File: config.mk
export PLATFORM = sky130hd
export DESIGN_NAME = rca32_adder
export DESIGN_NICKNAME = d
export VERILOG_FILES = /design/src/rtl/rca32_pkg.sv /design/src/rtl/rca_full_adder.sv /design/src/rtl/rca32_adder.sv
export SDC_FILE = /design/constraint.sdc
export NUM_CORES = 1
export LEC_CHECK = 0
export ABC_AREA = 1
export CAP_MARGIN = 20
export CORE_ASPECT_RATIO = 0.6
export CORE_MARGIN = 1.5
export CORE_UTILIZATION = 43
export CTS_BUF_LIST = sky130_fd_sc_hd__clkbuf_8 sky130_fd_sc_hd__clkbuf_16
export DETAILED_ROUTE_END_ITERATION = 10
export PLACE_DENSITY = 0.95
export REMOVE_ABC_BUFFERS = 1
export SYNTH_ARGS = -nofsm -noshare
export SYNTH_HDL_FRONTEND = slang
export SYNTH_SLANG_ARGS = --single-unit
File: constraint.sdc
create_clock -name clk -period 40.7 [get_ports clk]
set_input_delay 8.14 -clock clk [delete_from_list [all_inputs] [get_ports clk]]
set_output_delay 8.14 -clock clk [all_outputs]
set_load 0.005 [all_outputs]
File: src/rtl/rca32_pkg.sv
// Shared definitions for the 32-bit ripple-carry adder.
// The optional signed-overflow output is enabled by defining RCA32_OVERFLOW_EN.
package rca32_pkg;

  localparam int RCA_WIDTH = 32;

  typedef logic [RCA_WIDTH-1:0] word_t;

  localparam word_t WORD_ZERO = '0;

endpackage

File: src/rtl/rca_full_adder.sv
// One-bit full adder cell. It is the building block of the carry chain.
module rca_full_adder (
  input  logic a,
  input  logic b,
  input  logic ci,
  output logic s,
  output logic co
);

  logic prop;

  // The propagate term is shared by the sum bit and the carry-out.
  assign prop = a ^ b;
  assign s    = prop ^ ci;
  assign co   = (a & b) | (ci & prop);

endmodule

File: src/rtl/rca32_adder.sv
// 32-bit ripple-carry adder with registered sum/cout/out_valid.
// Define RCA32_OVERFLOW_EN to add the registered signed-overflow output ovf.
module rca32_adder
  import rca32_pkg::*;
#(
  parameter int WIDTH = RCA_WIDTH
) (
  input  logic             clk,
  input  logic             rst,
  input  logic             in_valid,
  input  logic [WIDTH-1:0] a,
  input  logic [WIDTH-1:0] b,
  input  logic             cin,
  output logic [WIDTH-1:0] sum,
  output logic             cout,
`ifdef RCA32_OVERFLOW_EN
  output logic             ovf,
`endif
  output logic             out_valid
);

  // Signed overflow occurs when the carry into the MSB differs from the carry out of it.
  function automatic logic ovf_detect(input logic c_msb_in, input logic c_msb_out);
    return c_msb_in ^ c_msb_out;
  endfunction

  logic [WIDTH:0]   carry_p0;
  logic [WIDTH-1:0] sum_p0;

  assign carry_p0[0] = cin;

  // ---- stage p0: combinational ripple chain ----
  for (genvar i = 0; i < WIDTH; i++) begin : g_chain
    rca_full_adder u_fa (
      .a  (a[i]),
      .b  (b[i]),
      .ci (carry_p0[i]),
      .s  (sum_p0[i]),
      .co (carry_p0[i+1])
    );
  end

  // ---- stage p1: output registers ----
  logic [WIDTH-1:0] sum_p1;
  logic             cout_p1;
  logic             vld_p1;

  // Capture the chain result only on valid input, so idle operands never reach the outputs.
  always_ff @(posedge clk) begin
    if (rst) begin
      sum_p1  <= WORD_ZERO;
      cout_p1 <= 1'b0;
      vld_p1  <= 1'b0;
    end else begin
      vld_p1 <= in_valid;
      if (in_valid) begin
        sum_p1  <= sum_p0;
        cout_p1 <= carry_p0[WIDTH];
      end
    end
  end

`ifdef RCA32_OVERFLOW_EN
  logic ovf_p1;

  // The overflow flag is registered alongside the sum and follows the same hold rule.
  always_ff @(posedge clk) begin
    if (rst) begin
      ovf_p1 <= 1'b0;
    end else if (in_valid) begin
      ovf_p1 <= ovf_detect(carry_p0[WIDTH-1], carry_p0[WIDTH]);
    end
  end

  assign ovf = ovf_p1;
`endif

  assign sum       = sum_p1;
  assign cout      = cout_p1;
  assign out_valid = vld_p1;

endmodule

After elaboration in Yosys (flattened, before gate mapping)

Index checks and enable logic that the tools add are counted.

Bitwise gates (word level): 160

Operator list:

| cell              | count |
|---|---|
| bitwise AND 1 bit | 64 |
| XOR 1 bit         | 64 |
| OR 1 bit          | 32 |

Flip-flop bits (word level): 34
Input bits: 68
Word-level logic and storage cells: 163

Depth between registers and ports, before layout

Gate-level depths: netlist of the first run.

Depth after elaboration: 65
Gate-level depth with buffers: 38

Cells and area by module

A second synthesis of the first run with hierarchy kept.

Cells, all modules: 244
Area total of the unflattened synthesis: 2,011.9 um^2

Modules (own cells, without submodules):

| module         | instances | cells an instance | area an instance (um^2) | seq. area each (um^2) |
|---|---|---|---|---|
| rca32_adder    | 1         | 212               | 1,371.3                 | 680.7 |
| rca_full_adder | 32        | 1                 | 20.0                    | 0.0 |

Worst setup path before layout of the first run

Ideal clock, no wire load.

Path kind: in2reg
Start point: input a[0]
End point: register sum_p1[31] (netlist: sum[31])
Setup time: 0.064 ns
Data arrival time: 20.400 ns
Required time: 40.636 ns
Path slack: 20.236 ns
Stages on the path: 38
Path buffers: 0
Cell sequence: fa_1 fa_1 fa_1 fa_1 fa_1 fa_1 fa_1 fa_1 fa_1 inv_1 fa_1 inv_1 fa_1 fa_1 fa_1 fa_1 fa_1 fa_1 (+2 left out) fa_1 fa_1 fa_1 fa_1 fa_1 fa_1 fa_1 fa_1 fa_1 fa_1 fa_1 fa_1 fa_1 inv_1 fa_1 nand2_1 nand2_1 nor2_1

Cells in the longest elaborated chain, start to end: 64

Ends and longest elaborated chain:

| item                 | line                 | text |
|---|---|---|
| from (decl)          | rca32_adder.sv:11    | `input logic [WIDTH-1:0] a,` |
| XOR 1 bit            | rca_full_adder.sv:13 | `assign prop = a ^ b;` |
| bitwise AND 1 bit    | rca_full_adder.sv:15 | `assign co = (a & b) \| (ci & prop);` |
| OR 1 bit *           | rca_full_adder.sv:15 |  |
| bitwise AND 1 bit *  | rca_full_adder.sv:15 |  |
| OR 1 bit *           | rca_full_adder.sv:15 |  |
| bitwise AND 1 bit *  | rca_full_adder.sv:15 |  |
| OR 1 bit *           | rca_full_adder.sv:15 |  |
| bitwise AND 1 bit *  | rca_full_adder.sv:15 |  |
| (+48 left out)       | -                    |  |
| OR 1 bit *           | rca_full_adder.sv:15 |  |
| bitwise AND 1 bit *  | rca_full_adder.sv:15 |  |
| OR 1 bit *           | rca_full_adder.sv:15 |  |
| bitwise AND 1 bit *  | rca_full_adder.sv:15 |  |
| OR 1 bit *           | rca_full_adder.sv:15 |  |
| bitwise AND 1 bit *  | rca_full_adder.sv:15 |  |
| OR 1 bit *           | rca_full_adder.sv:15 |  |
| XOR 1 bit *          | rca_full_adder.sv:14 | `assign s = prop ^ ci;` |
| to (signal assigned) | rca32_adder.sv:57    | `sum_p1 <= sum_p0;` |
| to (decl)            | rca32_adder.sv:44    | `logic [WIDTH-1:0] sum_p1;` |

Every way passes the cells marked *; elsewhere a longest branch is shown, timed or not.
A chain may end at the register's enable or synchronous reset.

Worst setup path after layout of the first run

Ends and elaborated chain as after synthesis.

==> results of run 1 <==
layer usage:
metal  up-vias  global-route usage, %  share of wire (%)
li1        894                      -                  -
met1       806                   24.2                 40
met2        74                   37.5                 50
met3         4                   7.24                9.8
met4         0                   4.69               0.44
met5         -                      0                  0
per-stage QoR:
stage               hold WS [ns]  instances  util, %
finish                     0.473        411     70.1
global route               0.494        411     70.1
CTS                        0.473        410     69.6
detailed placement         0.463        402     67.2
global placement           0.456        402     67.2
floorplan                  0.466        238        -
state kept, by name (all words and copies together), names as in the netlist:
name       count
cout           1
out_valid      1
sum           32
placed cells by master (no fill, tap or decap):
cell,synthesis,routed
inv_1,39,39
dfxtp_1,34,34
buf_12,0,1
nand2_1,66,66
clkbuf_8,0,8
nor2_1,67,67
fa_1,32,32
clkdlybuf4s50_1,0,100
buf_2,6,1
path summary, 6_finish.rpt:
kind / from / to / slack, ns / depth (start not counted)
worst max-delay path: a[0] / sum[31]$_SDFFE_PP0P_ / 19.38 / 39
worst min register to register: sum[25]$_SDFFE_PP0P_ / sum[25]$_SDFFE_PP0P_ / 0.47 / 2
worst max register to register: sum[1]$_SDFFE_PP0P_ / sum[1]$_SDFFE_PP0P_ / 40.12 / 2
worst min-delay path: sum[25]$_SDFFE_PP0P_ / sum[25]$_SDFFE_PP0P_ / 0.47 / 2
cell type report:
cell class,instances,share of cell area [%]
Timing Repair Buffer,102,32.2
Tap cell,63,2.48
Inverter,39,4.60
Clock buffer,8,3.46
Sequential cell,34,21.4
Multi-Input combinational cell,165,35.8
cells by family after synthesis:
group                    after synthesis  synth area share, %
adder cells (fa/ha/maj)               32                 31.6
buffers and inverters                 49                 10.2
flip-flops                            34                 33.6
AND/OR/NAND/NOR                      133                 24.6
tightest hold or removal path: cells and delay by family (launching register included):
family           cells  cell delay, ns
DFF                  1            0.31
and+or+nand+nor      2            0.13
where the power goes:
part	leakage, uW	switching, uW	internal, uW	total (uW)
clock	0.0000575	12.2	17.1	29.3
sequential	0.000283	1.65	36.6	38.2
combinational	0.00114	13.5	18.1	31.5
total	0.00148	27.3	71.7	99.1
==> run summary, run 1 <==
Global-route wire length before repair - 8.09 mm
Worst path required time - 40.92 ns
Most common cell in the netlist - nor2_1
Max rail drop VDD - 0.0000199 V
Synth top area cells - dfxtp_1 34%, fa_1 32%, nor2_1 12%
Worst-skew pair later-pin latency - 0.28 ns
TNS Setup - 0 ns
Setup WS post-layout - 19.38 ns
WP buf/inv - 4
Diode count - 0
Gr usage total - 20.9%
Crit-path slowest cell - fa_1
Synth area leader - dfxtp_1
CP delay by family, top - adder cells
Area grow syn2layout - 57.0%
Fill cells - 346
Post-synth cell types - 7
Tcrit/Tclk final - 52.4%
Seq. cell area - 681 sq um
Register area share after synthesis - 33.6%
DR vias/cell - 4.33
Fmax - 0.0469 GHz
CTS resizes - 0
Largest net degree at the start of global routing - 68
Core area - 4540 sq um
Yosys top cell area share - 33.6%
Pre-CTS WS - 19.03 ns
Mapped Cells - 248
Final Hold Viols - 0
Worst path arrival time - 21.54 ns
Max incr delay on CP - 0.46 ns
Final Setup Violations - 0
Initial DRC count - 46
Die X - 91.6 um
RSZ-0062 raised after global routing - no
Hold Crit Class - reg -> reg
Crit path time final - 21.32 ns
Wire length per cell - 12.2 um
Final wirelength - 5.02 mm
CTS clk-pin slew, worst paths - 0.07 ns
Ports - 102
HPWL after DPL - 3.91 mm
Synth Cell Area - 2030 sq um
Number of global-route vias before repair - 1840
GP Congestion - 0.780
Drt first pass iters - 4
Worst Tran Pin Value - 1.03 ns
Hold buffer count at CTS - 0
Clock Path Buffers - 2
FFs w/ async S/R, synth - 0%
Residual DRC - 0
Final Cell Area - 3180 sq um
Dpl cell area - 3050 sq um
Number of antenna violations at the first check in global routing - 0
CP endpoint kind - flop
Clk_skew - 0 ns
Largest fanout on the critical path - 1
# port buffers - 101
Vias - 1778
Initial Utilization - 44.6%
Top FF cell, synth - dfxtp_1
Multi-input logic area - 1140 sq um
Cell mode on critical path - fa_1
Max-Cap Viols - 0
PD cells - 31.1 nW/um^2
CTS tree - done
Die H - 56.2 um
Avg Inst Size Synth - 8.17 sq um
Clock Tree Root - clkbuf_8
Number of synthesized flops with an enable pin - 0
Max_slew headroom - 31.1%
Clock Sinks - 34
Commonest cells post-synth - 67 x nor2_1, 66 x nand2_1, 39 x inv_1
Fin nets - 447
Layout cells sized above 1 - 2.87%
Congestion Overflow GR - 0
Lkg Pwr - 0.00148 uW
#FFs+latches synth - 34
FP Rows - 19
Post-layout total power - 99.1 uW
WS Path Type - in -> reg
Die ar. - 5150 sq um
Post-CTS Setup Bufs - 0
Max-slew violations - 0
Syn. warnings - 0
Critical Path Start Type - primary input
Number of nets with antenna violations after routing - 0
Status - completed
Number of CTS-inserted buffers - 5
H-tree levels - 2
No activity file was read; power rests on OpenSTA's default activity.
==> run 2, diff against run 1 <==
- CORE_UTILIZATION: 43 -> 40
- PLACE_DENSITY: 0.95 -> 0.92
- clock period: 40.7 -> 20 ns (I/O delays scaled with it)
==> run 2 against run 1 <==
Effect of this change:
- cell count grew 0.24%
- wire length shrank 3.7%
- sequential share of layout area shrank 0.059 points
- flip-flop and latch count is the same
- core utilization shrank 2.6 points
- register-to-register slack lost 21 ns
- cell area grew 0.28%
- count of clock-buffer cells in the layout shrank 2
- die area grew 7.2%
- global-route usage shrank 1.4 points
- setup slack lost 16 ns
- clock power grew 77%
- critical endpoint unchanged
==> run summary, run 2 (synthesis results as in run 1) <==
Number of antenna violations at the first check in global routing - 0 (unchanged)
Max-Cap Viols - 0 (unchanged)
Critical R2R Launch - sum[20]$_SDFFE_PP0P_
CTS tree - done
Gr usage total - 19.5% (-1.4 points)
Largest fanout on the critical path - 1 (unchanged)
Hold depth - 2 (unchanged)
H-tree levels - 2 (unchanged)
Hold Crit Class - reg -> reg
Wire length per cell - 11.7 um (-4.0%)
Max-slew violations - 0 (unchanged)
R2R depth - 2 (unchanged)
PD cells - 60.7 nW/um^2 (+95%)
Area grow syn2layout - 57.4%
RSZ-0062 raised after global routing - no
Status - completed
Number of CTS-inserted buffers - 5 (unchanged)
Crit path time final - 17.01 ns
Clock Sinks - 34 (unchanged)
Global-route wire length before repair - 8.03 mm (-0.77%)
CP delay by family, top - adder cells
Vias - 1786 (+0.45%)
FP Rows - 19 (unchanged)
Ports - 102 (unchanged)
Layout cells sized above 1 - 2.87% (-0.0082 points)
CP endpoint kind - flop
Worst hold endpoint - sum[24]$_SDFFE_PP0P_
Most frequent cells in the layout - 100 x clkdlybuf4s50_1, 67 x nor2_1, 66 x nand2_1
Max rail drop VDD - 0.0000301 V (+52%)
Fill cells - 395 (+14%)
Initial Utilization - 42.8% (-1.8 points)
Met3 Wirelength - 617 um (+25%)
Met2 wire length - 2.28 mm (-9.2%)
CTS clk-pin slew, worst paths - 0.07 ns (about the same)
Die X - 94.9 um (+3.6%)
Cell mode on critical path - fa_1
Max incr delay on CP - 0.46 ns (about the same)
R2r setup slk - 19.40 ns (-20.72 ns)
Lkg Pwr - 0.00149 uW (+0.51%)
RR Endpoint - sum[20]$_SDFFE_PP0P_
HPWL after DPL - 3.83 mm (-2.2%)
Initial DRC count - 32 (-30%)
Critical Path Start Type - primary input
Die H - 58.1 um (+3.5%)
Worst path required time - 20.22 ns (-20.70 ns)
Post-CTS Setup Bufs - 0 (unchanged)
GP Congestion - 0.730 (-6.4%)
Fin nets - 448 (+0.22%)
Congestion Overflow GR - 0 (unchanged)
Final Hold Viols - 0 (unchanged)
TNS Setup - 0 ns (unchanged)
Worst Tran Pin Value - 0.374 ns (-0.658 ns)
Hold buffer count at CTS - 0 (unchanged)
Max FFs per register - 32 (unchanged)
WS Path Type - in -> reg
# port buffers - 101 (unchanged)
Final wirelength - 4.83 mm (-3.7%)
Clock Path Buffers - 2 (unchanged)
Final Util - 67.4% (-2.6 points)
Max_slew headroom - 75.1% (+44 points)
Pre-CTS WS - 2.56 ns (-16.47 ns)
Drt first pass iters - 4 (unchanged)
Top sig layer - met4
Setup WS post-layout - 2.99 ns (-16.39 ns)
Number of global-route vias before repair - 1845 (+0.27%)
Final Setup Violations - 0 (unchanged)
Commonest non-fill, non-tap cell in the layout - clkdlybuf4s50_1
Residual DRC - 0 (unchanged)
Clock Tree Root - clkbuf_8
M1 WL - 1.92 mm (-4.2%)
DR vias/cell - 4.33 (+0.21%)
Hold Crit Start - sum[24]$_SDFFE_PP0P_
Die ar. - 5520 sq um (+7.2%)
Clk_skew - 0 ns (unchanged)
Fmax - 0.0588 GHz
Number of nets with antenna violations after routing - 0 (unchanged)
CTS resizes - 0 (unchanged)
Core area - 4730 sq um (+4.2%)
Crit-path slowest cell - fa_1
Diode count - 0 (unchanged)
Largest net degree at the start of global routing - 68 (unchanged)
Tcrit/Tclk final - 85.0%
Crit. Startpoint - a[0]
Worst path arrival time - 17.23 ns (-4.31 ns)
WP buf/inv - 4 (unchanged)
Worst-skew pair later-pin latency - 0.28 ns (about the same)
run 2: cell count changes in the layout (fill, tap and decap cells not counted):
cell / previous run / this run
clkinv_2: 0 / 1
buf_16: 0 / 1
clkbuf_8: 8 / 6
inv_1: 39 / 40
run 2: worst max path at each step:
stage / to / slack (ns) / depth (start not counted)
global placement: sum[31]$_SDFFE_PP0P_ / 2.87 / 39
floorplan: sum[31]$_SDFFE_PP0P_ / 3.65 / 38
detailed placement: sum[31]$_SDFFE_PP0P_ / 2.56 / 39
CTS: sum[31]$_SDFFE_PP0P_ / 2.85 / 39
global route: sum[31]$_SDFFE_PP0P_ / 2.43 / 39
finish: sum[31]$_SDFFE_PP0P_ / 2.99 / 39
run 2: worst register-to-register path, delay by kind of cell (launching register included):
kind	cells	cell delay, ns
flops	1	0.36
simple gates	2	0.17
run 2: layer usage:
metal	track usage [%]	vias up
li1	-	894
met1	20.9	811
met5	0	-
met2	34.9	77
met3	9.84	4
met4	3.84	0
run 2: stage by stage:
stage | hold slack, ns | std cells | total power, uW | area (sq um)
floorplan | 0.466 | 238 | 106 | 1970
global placement | 0.456 | 402 | 140 | 3050
detailed placement | 0.463 | 402 | 143 | 3050
CTS | 0.472 | 410 | 196 | 3140
global route | 0.487 | 412 | 210 | 3190
finish | 0.470 | 412 | 194 | 3190
run 2: final cells by class:
type	instances	area [sq um]	share of cell area, %
Clock buffer	6	82.6	2.59
Multi-Input combinational cell	165	1140	35.7
Inverter	39	146	4.59
Timing Repair Buffer	103	1050	33.0
Sequential cell	34	681	21.3
Clock inverter	2	8.76	0.275
Tap cell	63	78.8	2.47
run 2: power by group:
part           switching, uW  total (uW)  internal (uW)
Sequential              3.47        77.9           74.4
Combinational           26.9        64.0           37.1
Clock                   24.5        51.8           27.3
Total                   54.9         194            139
